### src/rtl/alu_pkg.sv
// Shared ALU opcode map, opcode class helpers and execute-stage state encoding.
package alu_pkg;

  localparam logic [5:0] OP_ADD    = 6'b000000;
  localparam logic [5:0] OP_SUB    = 6'b000001;
  localparam logic [5:0] OP_MUL    = 6'b000010;
  localparam logic [5:0] OP_AND    = 6'b000011;
  localparam logic [5:0] OP_OR     = 6'b000100;
  localparam logic [5:0] OP_XOR    = 6'b000101;
  localparam logic [5:0] OP_NOT    = 6'b000110;
  localparam logic [5:0] OP_SLL    = 6'b000111;
  localparam logic [5:0] OP_SRA    = 6'b001000;
  localparam logic [5:0] OP_SRL    = 6'b001001;
  localparam logic [5:0] OP_CMP_LE = 6'b111010;
  localparam logic [5:0] OP_CMP_EQ = 6'b101011;
  localparam logic [5:0] OP_CMP_LT = 6'b011011;
  localparam logic [5:0] OP_NOP    = 6'b111111;

  typedef enum logic [1:0] {
    ST_IDLE = 2'd0,
    ST_EXEC = 2'd1,
    ST_FULL = 2'd2
  } exec_state_t;

  function automatic logic is_writing(input logic [5:0] op);
    return op <= OP_SRL;
  endfunction

  function automatic logic is_compare(input logic [5:0] op);
    return (op == OP_CMP_LE) || (op == OP_CMP_EQ) || (op == OP_CMP_LT);
  endfunction

endpackage

### src/rtl/alu_exec_if.sv
// Instruction-in and result-out handshakes of the ALU execute stage.
interface alu_exec_if #(
  parameter int DATA_W = 32,
  parameter int OP_W   = 6,
  parameter int RD_W   = 4
);
  logic              in_valid;
  logic              in_ready;
  logic [OP_W-1:0]   in_op;
  logic [DATA_W-1:0] in_x;
  logic [DATA_W-1:0] in_y;
  logic [RD_W-1:0]   in_rd;
  logic              in_wb_en;
  logic              out_valid;
  logic              out_ready;
  logic [DATA_W-1:0] out_z;
  logic [RD_W-1:0]   out_rd;
  logic              out_wb_en;

  // master: decode/writeback side; slave: the execute stage
  modport master (
    output in_valid, in_op, in_x, in_y, in_rd, in_wb_en, out_ready,
    input  in_ready, out_valid, out_z, out_rd, out_wb_en
  );
  modport slave (
    input  in_valid, in_op, in_x, in_y, in_rd, in_wb_en, out_ready,
    output in_ready, out_valid, out_z, out_rd, out_wb_en
  );
endinterface

### src/rtl/alu_exec_stage.sv
// Execute-stage sequencer: holds operands on the external ALU, waits out multiply
// latency, registers the result toward writeback and owns the compare flag.
module alu_exec_stage
  import alu_pkg::*;
#(
  parameter int DATA_W     = 32,
  parameter int OP_W       = 6,
  parameter int RD_W       = 4,
  parameter int MUL_CYCLES = 3
) (
  input  logic              clk,
  input  logic              rst,
  input  logic              flush,
  alu_exec_if.slave         bus,
  output logic [OP_W-1:0]   alu_code,
  output logic [DATA_W-1:0] alu_x,
  output logic [DATA_W-1:0] alu_y,
  input  logic [DATA_W-1:0] alu_z,
  input  logic              alu_cmp,
  output logic              cmp_flag,
  output logic              busy
);

  localparam logic [3:0]      MUL_LOAD = 4'(MUL_CYCLES - 1);
  localparam logic [OP_W-1:0] NOP_CODE = OP_W'(OP_NOP);

  exec_state_t     state_reg, state_next;
  logic [3:0]      cnt_reg;
  logic [RD_W-1:0] rd_reg;
  logic            wb_en_reg;
  logic            accept;
  logic            capture;

  assign accept  = bus.in_valid && bus.in_ready;
  assign capture = (state_reg == ST_EXEC) && (cnt_reg == 4'd0);

  always_ff @(posedge clk or posedge rst) begin
    if (rst) state_reg <= ST_IDLE;
    else     state_reg <= state_next;
  end

  always_comb begin
    state_next = state_reg;
    if (flush) begin
      state_next = ST_IDLE;
    end else begin
      case (state_reg)
        ST_IDLE: if (accept) state_next = ST_EXEC;
        ST_EXEC: if (cnt_reg == 4'd0) state_next = ST_FULL;
        ST_FULL: if (bus.out_ready) state_next = accept ? ST_EXEC : ST_IDLE;
        default: state_next = ST_IDLE;
      endcase
    end
  end

  always_comb begin
    bus.in_ready = !flush && ((state_reg == ST_IDLE) ||
                              ((state_reg == ST_FULL) && bus.out_ready));
    busy         = (state_reg != ST_IDLE);
  end

  always_ff @(posedge clk or posedge rst) begin
    if (rst) begin
      alu_code      <= NOP_CODE;
      alu_x         <= '0;
      alu_y         <= '0;
      cnt_reg       <= 4'd0;
      rd_reg        <= '0;
      wb_en_reg     <= 1'b0;
      bus.out_valid <= 1'b0;
      bus.out_z     <= '0;
      bus.out_rd    <= '0;
      bus.out_wb_en <= 1'b0;
      cmp_flag      <= 1'b0;
    end else if (flush) begin
      // cmp_flag survives a flush: it is architectural, not in-flight state
      alu_code      <= NOP_CODE;
      alu_x         <= '0;
      alu_y         <= '0;
      cnt_reg       <= 4'd0;
      bus.out_valid <= 1'b0;
      bus.out_wb_en <= 1'b0;
    end else begin
      if (accept) begin
        alu_code  <= bus.in_op;
        alu_x     <= bus.in_x;
        alu_y     <= bus.in_y;
        rd_reg    <= bus.in_rd;
        wb_en_reg <= bus.in_wb_en;
        cnt_reg   <= (bus.in_op == OP_MUL) ? MUL_LOAD : 4'd0;
      end else if ((state_reg == ST_EXEC) && (cnt_reg != 4'd0)) begin
        cnt_reg <= cnt_reg - 4'd1;
      end

      if (capture) begin
        bus.out_valid <= 1'b1;
        bus.out_z     <= alu_z;
        bus.out_rd    <= rd_reg;
        bus.out_wb_en <= wb_en_reg && is_writing(alu_code);
        if (is_compare(alu_code)) cmp_flag <= alu_cmp;
      end else if ((state_reg == ST_FULL) && bus.out_ready) begin
        bus.out_valid <= 1'b0;
      end
    end
  end

endmodule

### src/flat_wrapper.sv
// flat-port wrapper written by rule: the top's interface ports become plain ports
module alu_exec_stage_flat import alu_pkg::*;
#(
  parameter int DATA_W     = 32,
  parameter int OP_W       = 6,
  parameter int RD_W       = 4,
  parameter int MUL_CYCLES = 3
)
  (clk, rst, flush, alu_code, alu_x, alu_y, alu_z, alu_cmp, cmp_flag, busy, bus_in_valid, bus_in_op, bus_in_x, bus_in_y, bus_in_rd, bus_in_wb_en, bus_out_ready, bus_in_ready, bus_out_valid, bus_out_z, bus_out_rd, bus_out_wb_en);
  alu_exec_if #(.DATA_W(DATA_W), .OP_W(OP_W), .RD_W(RD_W)) bus_i ();
  input  logic clk;
  input  logic rst;
  input  logic flush;
  output logic [OP_W-1:0] alu_code;
  output logic [DATA_W-1:0] alu_x;
  output logic [DATA_W-1:0] alu_y;
  input  logic [DATA_W-1:0] alu_z;
  input  logic alu_cmp;
  output logic cmp_flag;
  output logic busy;
  input wire logic [$bits(bus_i.in_valid)-1:0] bus_in_valid;
  input wire logic [$bits(bus_i.in_op)-1:0] bus_in_op;
  input wire logic [$bits(bus_i.in_x)-1:0] bus_in_x;
  input wire logic [$bits(bus_i.in_y)-1:0] bus_in_y;
  input wire logic [$bits(bus_i.in_rd)-1:0] bus_in_rd;
  input wire logic [$bits(bus_i.in_wb_en)-1:0] bus_in_wb_en;
  input wire logic [$bits(bus_i.out_ready)-1:0] bus_out_ready;
  output wire logic [$bits(bus_i.in_ready)-1:0] bus_in_ready;
  output wire logic [$bits(bus_i.out_valid)-1:0] bus_out_valid;
  output wire logic [$bits(bus_i.out_z)-1:0] bus_out_z;
  output wire logic [$bits(bus_i.out_rd)-1:0] bus_out_rd;
  output wire logic [$bits(bus_i.out_wb_en)-1:0] bus_out_wb_en;
  assign bus_i.in_valid = bus_in_valid;
  assign bus_i.in_op = bus_in_op;
  assign bus_i.in_x = bus_in_x;
  assign bus_i.in_y = bus_in_y;
  assign bus_i.in_rd = bus_in_rd;
  assign bus_i.in_wb_en = bus_in_wb_en;
  assign bus_i.out_ready = bus_out_ready;
  assign bus_in_ready = bus_i.in_ready;
  assign bus_out_valid = bus_i.out_valid;
  assign bus_out_z = bus_i.out_z;
  assign bus_out_rd = bus_i.out_rd;
  assign bus_out_wb_en = bus_i.out_wb_en;
  alu_exec_stage #(.DATA_W(DATA_W), .OP_W(OP_W), .RD_W(RD_W), .MUL_CYCLES(MUL_CYCLES)) u_core (.clk(clk), .rst(rst), .flush(flush), .bus(bus_i), .alu_code(alu_code), .alu_x(alu_x), .alu_y(alu_y), .alu_z(alu_z), .alu_cmp(alu_cmp), .cmp_flag(cmp_flag), .busy(busy));
endmodule
### config.mk
export PLATFORM = sky130hd
export DESIGN_NAME = alu_exec_stage_flat
export DESIGN_NICKNAME = d
export VERILOG_FILES = /design/src/rtl/alu_pkg.sv /design/src/rtl/alu_exec_if.sv /design/src/rtl/alu_exec_stage.sv /design/src/flat_wrapper.sv
export SDC_FILE = /design/constraint.sdc
export NUM_CORES = 1
export LEC_CHECK = 0
export BUFFER_PORTS_ARGS = -buffer_cell sky130_fd_sc_hd__buf_2
export CAP_MARGIN = 5
export CORE_ASPECT_RATIO = 1.5
export CORE_MARGIN = 3
export CORE_UTILIZATION = 25
export DETAILED_ROUTE_END_ITERATION = 16
export PLACE_DENSITY = 0.58
export SLEW_MARGIN = 5
export SYNTH_ARGS = -nofsm -noshare
export SYNTH_HDL_FRONTEND = slang
export SYNTH_SLANG_ARGS = --single-unit
### constraint.sdc
create_clock -name clk -period 3.3 [get_ports clk]
set_input_delay 0.33 -clock clk [delete_from_list [all_inputs] [get_ports clk]]
set_output_delay 0.33 -clock clk [all_outputs]
set_load 0.02 [all_outputs]
==> impl_metrics.csv, run 1 <==
group,metric,value,unit
clock_network,cts_buffer_depth,2,
run_status,run_status,"finished, final reports clean",
power,vdd_ir_drop_max,0.310,mV
route,drtIter0Drc,115,
logic_synthesis,synth.area.top_cells,"dfrtp_1, nand2_1, mux2_2",
finish,reg_top3,"u_core.alu_x: 32 flops, u_core.alu_y: 32 flops, u_core.bus.out_z: 32 flops",
worst_setup_path,cp-endpoint,"u_core.cmp_flag",
timing,finClkSkew,0.00655,ns
finish,drive_above_1_share,0.465,
timing,setup_ws,1.27,ns
timing,finalCriticalPeriod,2.03,ns
global_routing,grt_overflow,0,
timing,setup_tns,0,ns
clock_network,cts_tree,"built",
worst_setup_path,r2r_setup_slack,1.27,ns
worst_setup_path,r2r-end,"u_core.cmp_flag",
route,antenna_left,0,
timing,relSlewSlack,0.502,
logic_synthesis,yosysWarnings,0,
route,dr.pass1.iters,4,
timing,fmax,0.493,GHz
floorplanning,die_area,21200,um2
route,wirelength,13000,um
timing,finalMaxSlewViolations,0,
placement,routabilityCongestion,0.760,
placement,placed_cell_area,6210,um2
clock_network,hold_buffers,0,
timing,hold_violations,0,
worst_setup_path,cp-start-kind,"flop",
finish,postLayoutCellArea,6910,um2
floorplanning,die_w,120,um
worst_setup_path,r2r-start,"u_core.cnt_reg[0]",
floorplanning,core_area,18800,um2
clock_network,postCtsSetupRepairBufs,0,
logic_synthesis,synth-seq-area-share,0.620,
logic_synthesis,avgSynthCellArea,11.0,um2
route,vias,3880,
placement,hpwl,9330,um
logic_synthesis,synth_nets,556,
logic_synthesis,syn_inst,441,
timing,grt_setup_unrepaired,"false",
logic_synthesis,ys_seq_elements,120,
timing,whs,0.0527,ns
logic_synthesis,async_flop_share,1.00,
flow_run,maxCapViolCount,0,
worst_setup_path,crit_start,"u_core.cnt_reg[0]",
power,p_seq_frac,0.367,
logic_synthesis,yosysTopAreaCell,"dfrtp_1",
finish,final_cells,928,
floorplanning,num_rows,61,
logic_synthesis,yosysTopAreaCellShare,0.588,
timing,setup_viol,0,
finish,fin_nets,777,
worst_setup_path,r2r_cells,6,
power,pwr-share-clk,0.421,
logic_synthesis,yosysUniqueCellTypes,35,
finish,utilization,0.368,
placement,dp_cells,895,
placement,port_buffers,223,
logic_synthesis,synth-edff-count,0,
global_routing,grt_use_total,0.125,
power,p_int,3.72,mW
logic_synthesis,synth.most_common_cell,"nand2_1",
global_routing,grt_pass1_vias,4021,
clock_network,cts_buffers,17,
clock_network,htreeDepth,4,
clock_network,clk-insertion-delay-late,0.41,ns
worst_setup_path,criticalPathCategory,"reg -> reg",
floorplanning,die_h,177,um
timing,finalCritPeriodShare,0.615,
clock_network,cts_num_sinks,120,
clock_network,root_buffer,"clkbuf_16",
floorplanning,ios,224,
power,combinationalPowerShare,0.213,
worst_setup_path,slowest_delay,0.40,ns
route,vias_per_cell,4.18,
global_routing,grt_max_degree,141,
worst_setup_path,cpMaxStageDelayCell,"dfrtp_1",
clock_network,cts_resized,0,
logic_synthesis,synth_flop_cell,"dfrtp_1",
floorplanning,initial_core_util,0.258,
route,routedWlPerCell,14.0,um
logic_synthesis,synth_commonest_cells,"nand2_1, dfrtp_1, o21ai_0",
power,power.density,751,nW/um2
power,swShare,0.283,
worst_setup_path,crit_fanout,10,
global_routing,antenna_found_initial,4,
worst_setup_path,cp_cell_sequence,"inv_1, ha_1, or3b_4, nand3b_4, nor4_4, mux2_1",
clock_network,clkTransAtPathRegs,0.05,ns
worst_setup_path,end_kind,"flop",
worst_setup_path,crit_arrival,2.31,ns
power,power.switching,1.47,mW
min_path,min_path_type,"in -> async",
global_routing,grt_pass1_wl,20700,um
timing,worst_slew_pin_slew,0.746,ns
logic_synthesis,synth_area,4850,um2
power,p_leak,3.45,nW
placement,preCtsSetupSlack,1.15,ns
worst_setup_path,required,3.59,ns
finish,syn_to_final_growth,42.3,%
power,power,5.19,mW
route,route.detailed.drc,0,
power by group through the flow:
stage	Sequential, mW	Clock (mW)	Combinational [mW]
3_5_place_dp	1.93	0	1.13
5_1_grt	1.94	2.31	1.20
4_1_cts	1.91	2.25	1.13
2_1_floorplan	2.25	0	0.364
3_3_place_gp	1.92	0	1.11
6_report	1.90	2.18	1.10
logic make-up after synthesis:
family	share of synthesized area
simple gates	0.144
fa+ha+maj	0.00516
xor+xnor	0.00722
mux	0.110
compound gates	0.0773
flops	0.620
buf+inv	0.0361
layer usage:
layer	global-route usage	wire length [um]	up-vias
li1	-	-	1902
met1	0.136	5040	1792
met2	0.218	6490	156
met3	0.0563	1180	24
met4	0.0411	199	6
met5	0	47	-
worst min-delay path by stage:
stage / startpoint / slack (ns) / end
2_1_floorplan: bus_in_op[0] / 0.43 / u_core.alu_code[0]
3_3_place_gp: u_core.cmp_flag / 0.47 / u_core.cmp_flag
3_5_place_dp: u_core.cmp_flag / 0.49 / u_core.cmp_flag
4_1_cts: rst / 0.06 / u_core.bus.out_z[19]
5_1_grt: rst / 0.09 / u_core.bus.out_z[19]
6_report: rst / 0.05 / u_core.bus.out_z[2]
layout by cell type (no fill, tap or decap), types with 3 or more instances in the layout:
master,instances
buf_2,223
dfstp_2,6
mux2i_1,6
inv_1,5
clkbuf_16,17
xor2_1,3
bufinv_16,7
buf_4,4
nand2_1,126
mux2_2,41
dfrtp_1,114
o21ai_0,64
a21oi_1,6
nand3_1,4
nor2_1,14
clkinv_4,3
cell type report:
cell class / count / area [um2]
Tap cell: 252 / 315
Clock inverter: 12 / 246
Antenna cell: 1 / 2.50
Fill cell: 1944 / 11900
Inverter: 7 / 30.0
Multi-Input combinational cell: 287 / 1670
Sequential cell: 120 / 3010
Clock buffer: 20 / 447
Timing Repair Buffer: 229 / 1190
worst max-delay path: cells and delay by family, from the launching register on:
family | cells | cell delay [ns]
and+or+nand+nor | 3 | 0.96
DFF | 1 | 0.40
muxes | 1 | 0.34
adders and majority gates | 1 | 0.13
buffers and inverters | 1 | 0.09
(Power assumes the default switching activity.)
==> run 2: changes to the inputs <==
PLACE_DENSITY = 0.56   (was 0.58)
clock period = 2.1 ns   (was 3.3 ns; I/O delays follow)
==> run 2 against run 1 <==
Against the previous run: the flow now finishes with violations (hold timing); maximum frequency is 2.1% higher; sequential power is 57% higher; clock power is 49% higher; die area stayed put; global-route usage is 0.22 points higher; utilization is 2.4 points higher; combinational power is 65% higher; clock skew hardly changed; final area is 6.5% higher; worst hold slack worse by 0.068 ns; register-to-register slack worse by 1.2 ns; largest power group unchanged.
==> impl_metrics.csv, run 2 (synthesis gave the netlist of run 1 again) <==
group,metric,value,unit
run_status,run_status,"finished with violations",
run_status,violations,"hold timing",
worst_setup_path,required,2.38,ns
timing,worst_slew_pin_slew,0.717,ns
timing,setup_viol,0,
floorplanning,ios,224,
finish,postLayoutCellArea,7360,um2
worst_setup_path,end_kind,"flop",
route,route.detailed.drc,0,
flow_run,maxCapViolCount,0,
timing,whs,-0.0156,ns
finish,final_cells,975,
clock_network,clk-insertion-delay-late,0.40,ns
timing,finalCritPeriodShare,0.946,
power,p_leak,3.63,nW
floorplanning,core_area,18800,um2
placement,dp_cells,898,
clock_network,cts_buffer_depth,2,
floorplanning,die_h,177,um
global_routing,grt_pass1_wl,21400,um
clock_network,cts_resized,0,
timing,finalMaxSlewViolations,0,
timing,hold_violations,9,
route,drtIter0Drc,139,
timing,setup_tns,0,ns
worst_setup_path,crit_arrival,2.26,ns
power,power.density,1090,nW/um2
power,swShare,0.291,
placement,hpwl,9190,um
global_routing,grt_use_total,0.128,
power,vdd_ir_drop_max,0.560,mV
finish,drive_above_1_share,0.442,
route,vias,4108,
power,pwr-share-clk,0.404,
placement,port_buffers,223,
global_routing,antenna_found_initial,3,
clock_network,cts_tree,"built",
route,routedWlPerCell,13.6,um
global_routing,grt_pass1_vias,4286,
clock_network,htreeDepth,4,
power,power.switching,2.34,mW
worst_setup_path,r2r-start,"u_core.cnt_reg[0]",
route,dr.pass1.iters,6,
timing,fmax,0.503,GHz
route,wirelength,13200,um
floorplanning,initial_core_util,0.258,
finish,reg_top3,"u_core.alu_x: 32 flops, u_core.alu_y: 32 flops, u_core.bus.out_z: 32 flops",
timing,relSlewSlack,0.518,
finish,final_cell_mix,"buf_2, nand2_1, dfrtp_1",
placement,placed_cell_area,6240,um2
route,vias_per_cell,4.21,
min_path,min_path_type,"in -> async",
floorplanning,die_area,21200,um2
placement,routabilityCongestion,0.726,
timing,finClkSkew,0.00666,ns
global_routing,grt_overflow,0,
worst_setup_path,r2r_setup_slack,0.11,ns
power,p_int,5.71,mW
timing,finalCriticalPeriod,1.99,ns
route,antenna_left,0,
clock_network,cts_buffers,17,
finish,fin_nets,824,
global_routing,grt_max_degree,121,
clock_network,cts_num_sinks,120,
floorplanning,num_rows,61,
finish,utilization,0.392,
timing,grt_setup_unrepaired,"false",
worst_setup_path,r2r-end,"u_core.cmp_flag",
power,combinationalPowerShare,0.226,
finish,final_common_cell,"buf_2",
worst_setup_path,crit_fanout,7,
worst_setup_path,cp-start-kind,"flop",
finish,syn_to_final_growth,51.6,%
worst_setup_path,r2r_cells,6,
clock_network,clkTransAtPathRegs,0.06,ns
clock_network,root_buffer,"clkbuf_16",
worst_setup_path,criticalPathCategory,"reg -> reg",
power,p_seq_frac,0.370,
floorplanning,die_w,120,um
## run 2: cell types whose count changed in the layout (fill, tap and decap cells not counted), sizes merged
cell / previous run / this run
clkbuf: 20 / 19
bufinv: 7 / 5
inv: 6 / 8
clkinvlp: 1 / 4
buf: 229 / 232
clkinv: 5 / 3
dlygate4sd3: 0 / 44
## run 2: how the worst max path moves through the flow
stage	start	slack, ns	depth (start not counted)	end
3_3_place_gp	u_core.cnt_reg[0]	0.15	6	u_core.cmp_flag
4_1_cts	u_core.cnt_reg[0]	0.08	6	u_core.cmp_flag
3_5_place_dp	u_core.cnt_reg[0]	0.11	6	u_core.cmp_flag
2_1_floorplan	u_core.cnt_reg[0]	0.15	7	u_core.cmp_flag
5_1_grt	u_core.cnt_reg[0]	0.01	6	u_core.cmp_flag
6_report	u_core.cnt_reg[0]	0.11	6	u_core.cmp_flag
## run 2: per-stage QoR
stage / setup WS (ns) / power [mW]
final: 0.113 / 8.05
after CTS: 0.0822 / 8.20
after detailed placement: 0.113 / 4.81
after global placement: 0.149 / 4.78
after floorplan: 0.146 / 4.11
after global routing: 0.00969 / 8.49
## run 2: power by group through the flow
stage                     logic (mW)  registers (mW)  clock network, mW
after CTS                       1.85            2.99               3.37
after global placement          1.76            3.02                  0
after global routing            1.96            3.04               3.49
after floorplan                0.571            3.54                  0
after detailed placement        1.78            3.02                  0
final                           1.82            2.98               3.25
## run 2: repair_timing
action,CTS,global route
setup buffers,0,0
setup endpoints to repair,0,0
hold buffers,44,0
hold endpoints to repair,44,0
## run 2: final cells by class
| cell class | instances | area [um2] |
|---|---|---|
| multi-input cells | 287 | 1670 |
| diodes | 1 | 2.50 |
| clock buffers | 19 | 453 |
| well taps | 252 | 315 |
| flip-flops and latches | 120 | 3010 |
| repair buffers | 276 | 1660 |
| fillers | 1902 | 11400 |
| inverters | 7 | 30.0 |
| clock inverters | 13 | 216 |
## run 2: worst max-delay path, cell delays in order, from the launching register on
cell and delay [ns]:
dfrtp_1 0.40, inv_1 0.09, ha_1 0.14, or3b_4 0.39, nand3b_4 0.23, nor4_4 0.27
mux2_1 0.33
## run 2: per-layer routing
metal | track usage | part of all wire
met5 | 0 | 0.0021
met4 | 0.0478 | 0.023
met3 | 0.0496 | 0.076
met2 | 0.218 | 0.49
met1 | 0.144 | 0.41
==> run 3: changes to the inputs <==
MAX_ROUTING_LAYER = met4   (was unset)
==> run 3 against run 2 <==
Against the previous run: the flow still finishes with violations (hold timing); flip-flop and latch count is the same; clock skew grew 0.00053 ns; routed wire length grew 0.24%; first-iteration DRC count grew 7.2%; global-route usage grew 0.37 points; cell count grew 0.21%; die area is the same; clock power is essentially flat; worst hold slack lost 0.0024 ns; sequential share of layout area is essentially flat; worst setup slack lost 0.0032 ns; critical endpoint unchanged; largest power group unchanged.
==> impl_metrics.csv, run 3 (synthesis gave the netlist of run 1 again) <==
group,metric,value,unit
finish,utilization,0.392,
route,wirelength,13300,um
placement,preCtsSetupSlack,0.113,ns
worst_setup_path,end_kind,"flop",
worst_setup_path,required,2.38,ns
route,routedWlPerCell,13.6,um
power,combinationalPowerShare,0.226,
finish,final_cells,977,
power,vdd_ir_drop_max,0.560,mV
power,power,8.05,mW
global_routing,grt_overflow,0,
global_routing,grt_use_total,0.131,
worst_setup_path,crit_fanout,7,
worst_setup_path,criticalPathCategory,"reg -> reg",
placement,port_buffers,223,
timing,whs,-0.0180,ns
timing,finalCritPeriodShare,0.948,
floorplanning,die_w,120,um
timing,finClkSkew,0.00719,ns
clock_network,cts_num_sinks,120,
finish,fin_nets,824,
finish,final_cell_mix,"buf_2, nand2_1, dfrtp_1",
finish,drive_above_1_share,0.442,
finish,postLayoutCellArea,7360,um2
worst_setup_path,r2r_setup_slack,0.11,ns
clock_network,clk-insertion-delay-late,0.40,ns
timing,setup_viol,0,
placement,routabilityCongestion,0.735,
power,p_seq_frac,0.370,
timing,setup_tns,0,ns
clock_network,htreeDepth,4,
route,antenna_left,0,
power,p_leak,3.63,nW
floorplanning,num_rows,61,
run_status,run_status,"finished with violations",
clock_network,cts_buffers,17,
worst_setup_path,crit_arrival,2.27,ns
placement,placed_cell_area,6240,um2
power,swShare,0.291,
floorplanning,die_h,177,um
global_routing,grt_max_degree,121,
floorplanning,initial_core_util,0.258,
power,power.switching,2.34,mW
min_path,min_path_type,"in -> async",
run_status,violations,"hold timing",
timing,hold_violations,8,
floorplanning,ios,224,
power,p_int,5.71,mW
route,vias,4089,
global_routing,grt_pass1_wl,21400,um
global_routing,antenna_found_initial,3,
floorplanning,core_area,18800,um2
clock_network,clkTransAtPathRegs,0.06,ns
finish,reg_top3,"u_core.alu_x: 32 flops, u_core.alu_y: 32 flops, u_core.bus.out_z: 32 flops",
timing,finalMaxSlewViolations,0,
worst_setup_path,cp-start-kind,"flop",
timing,relSlewSlack,0.516,
timing,fmax,0.502,GHz
power,pwr-share-clk,0.404,
finish,syn_to_final_growth,51.7,%
finish,final_common_cell,"buf_2",
clock_network,cts_buffer_depth,2,
finish,nFillCells,1902,
timing,worst_slew_pin_slew,0.720,ns
route,dr.pass1.iters,4,
clock_network,postCtsSetupRepairBufs,0,
power,power.density,1090,nW/um2
timing,grt_setup_unrepaired,"false",
clock_network,cts_tree,"built",
timing,finalCriticalPeriod,1.99,ns
placement,hpwl,9190,um
placement,dp_cells,898,
clock_network,root_buffer,"clkbuf_16",
global_routing,grt_pass1_vias,4281,
timing,setup_ws,0.110,ns
floorplanning,die_area,21200,um2
route,drtIter0Drc,149,
flow_run,maxCapViolCount,0,
route,vias_per_cell,4.19,
route,route.detailed.drc,0,
run 3: cell type report:
cell class                      instances  area (um2)  share of cell area
Inverter                                7        30.0             0.00408
Clock inverter                         13         216              0.0294
Clock buffer                           19         453              0.0615
Sequential cell                       120        3010               0.409
Timing Repair Buffer                  276        1660               0.226
Multi-Input combinational cell        287        1670               0.227
Tap cell                              252         315              0.0428
Antenna cell                            3        7.51             0.00102
run 3: power by group through the flow:
stage | Sequential (mW) | Clock, mW | Combinational, mW
after floorplan | 3.54 | 0 | 0.571
after global placement | 3.02 | 0 | 1.76
after detailed placement | 3.02 | 0 | 1.78
after CTS | 2.99 | 3.37 | 1.85
after global routing | 3.04 | 3.49 | 1.96
final | 2.98 | 3.25 | 1.82
run 3: repair_timing:
action	in CTS	in global routing
gates resized for setup	0	0
endpoints found under the setup margin	0	0
hold buffers	44	0
hold endpoints to repair	44	0
run 3: metal layers:
metal / global-route usage / wire length (um) / vias to the layer above
li1: - / - / 2000
met1: 0.147 / 5480 / 1913
met2: 0.218 / 6570 / 159
met3: 0.0441 / 924 / 17
met4: 0.0492 / 297 / 0
met5: - / 0 / -
run 3: worst paths after layout:
kind                                       end         startpoint  depth (start not counted)
max                            u_core.cmp_flag  u_core.cnt_reg[0]                          6
min                        u_core.bus.out_z[1]                rst                          3
max reg2reg                    u_core.cmp_flag  u_core.cnt_reg[0]                          6
min reg2reg                    u_core.cmp_flag    u_core.cmp_flag                          1
max in group asynchronous     u_core.alu_y[23]                rst                          3
min in group clk              u_core.alu_x[23]       bus_in_x[23]                          3
run 3: worst max-delay path: stages, from the launching register on:
cell and delay (ns):
dfrtp_1 0.40, inv_1 0.09, ha_1 0.14, or3b_4 0.39, nand3b_4 0.23, nor4_4 0.27
mux2_1 0.33
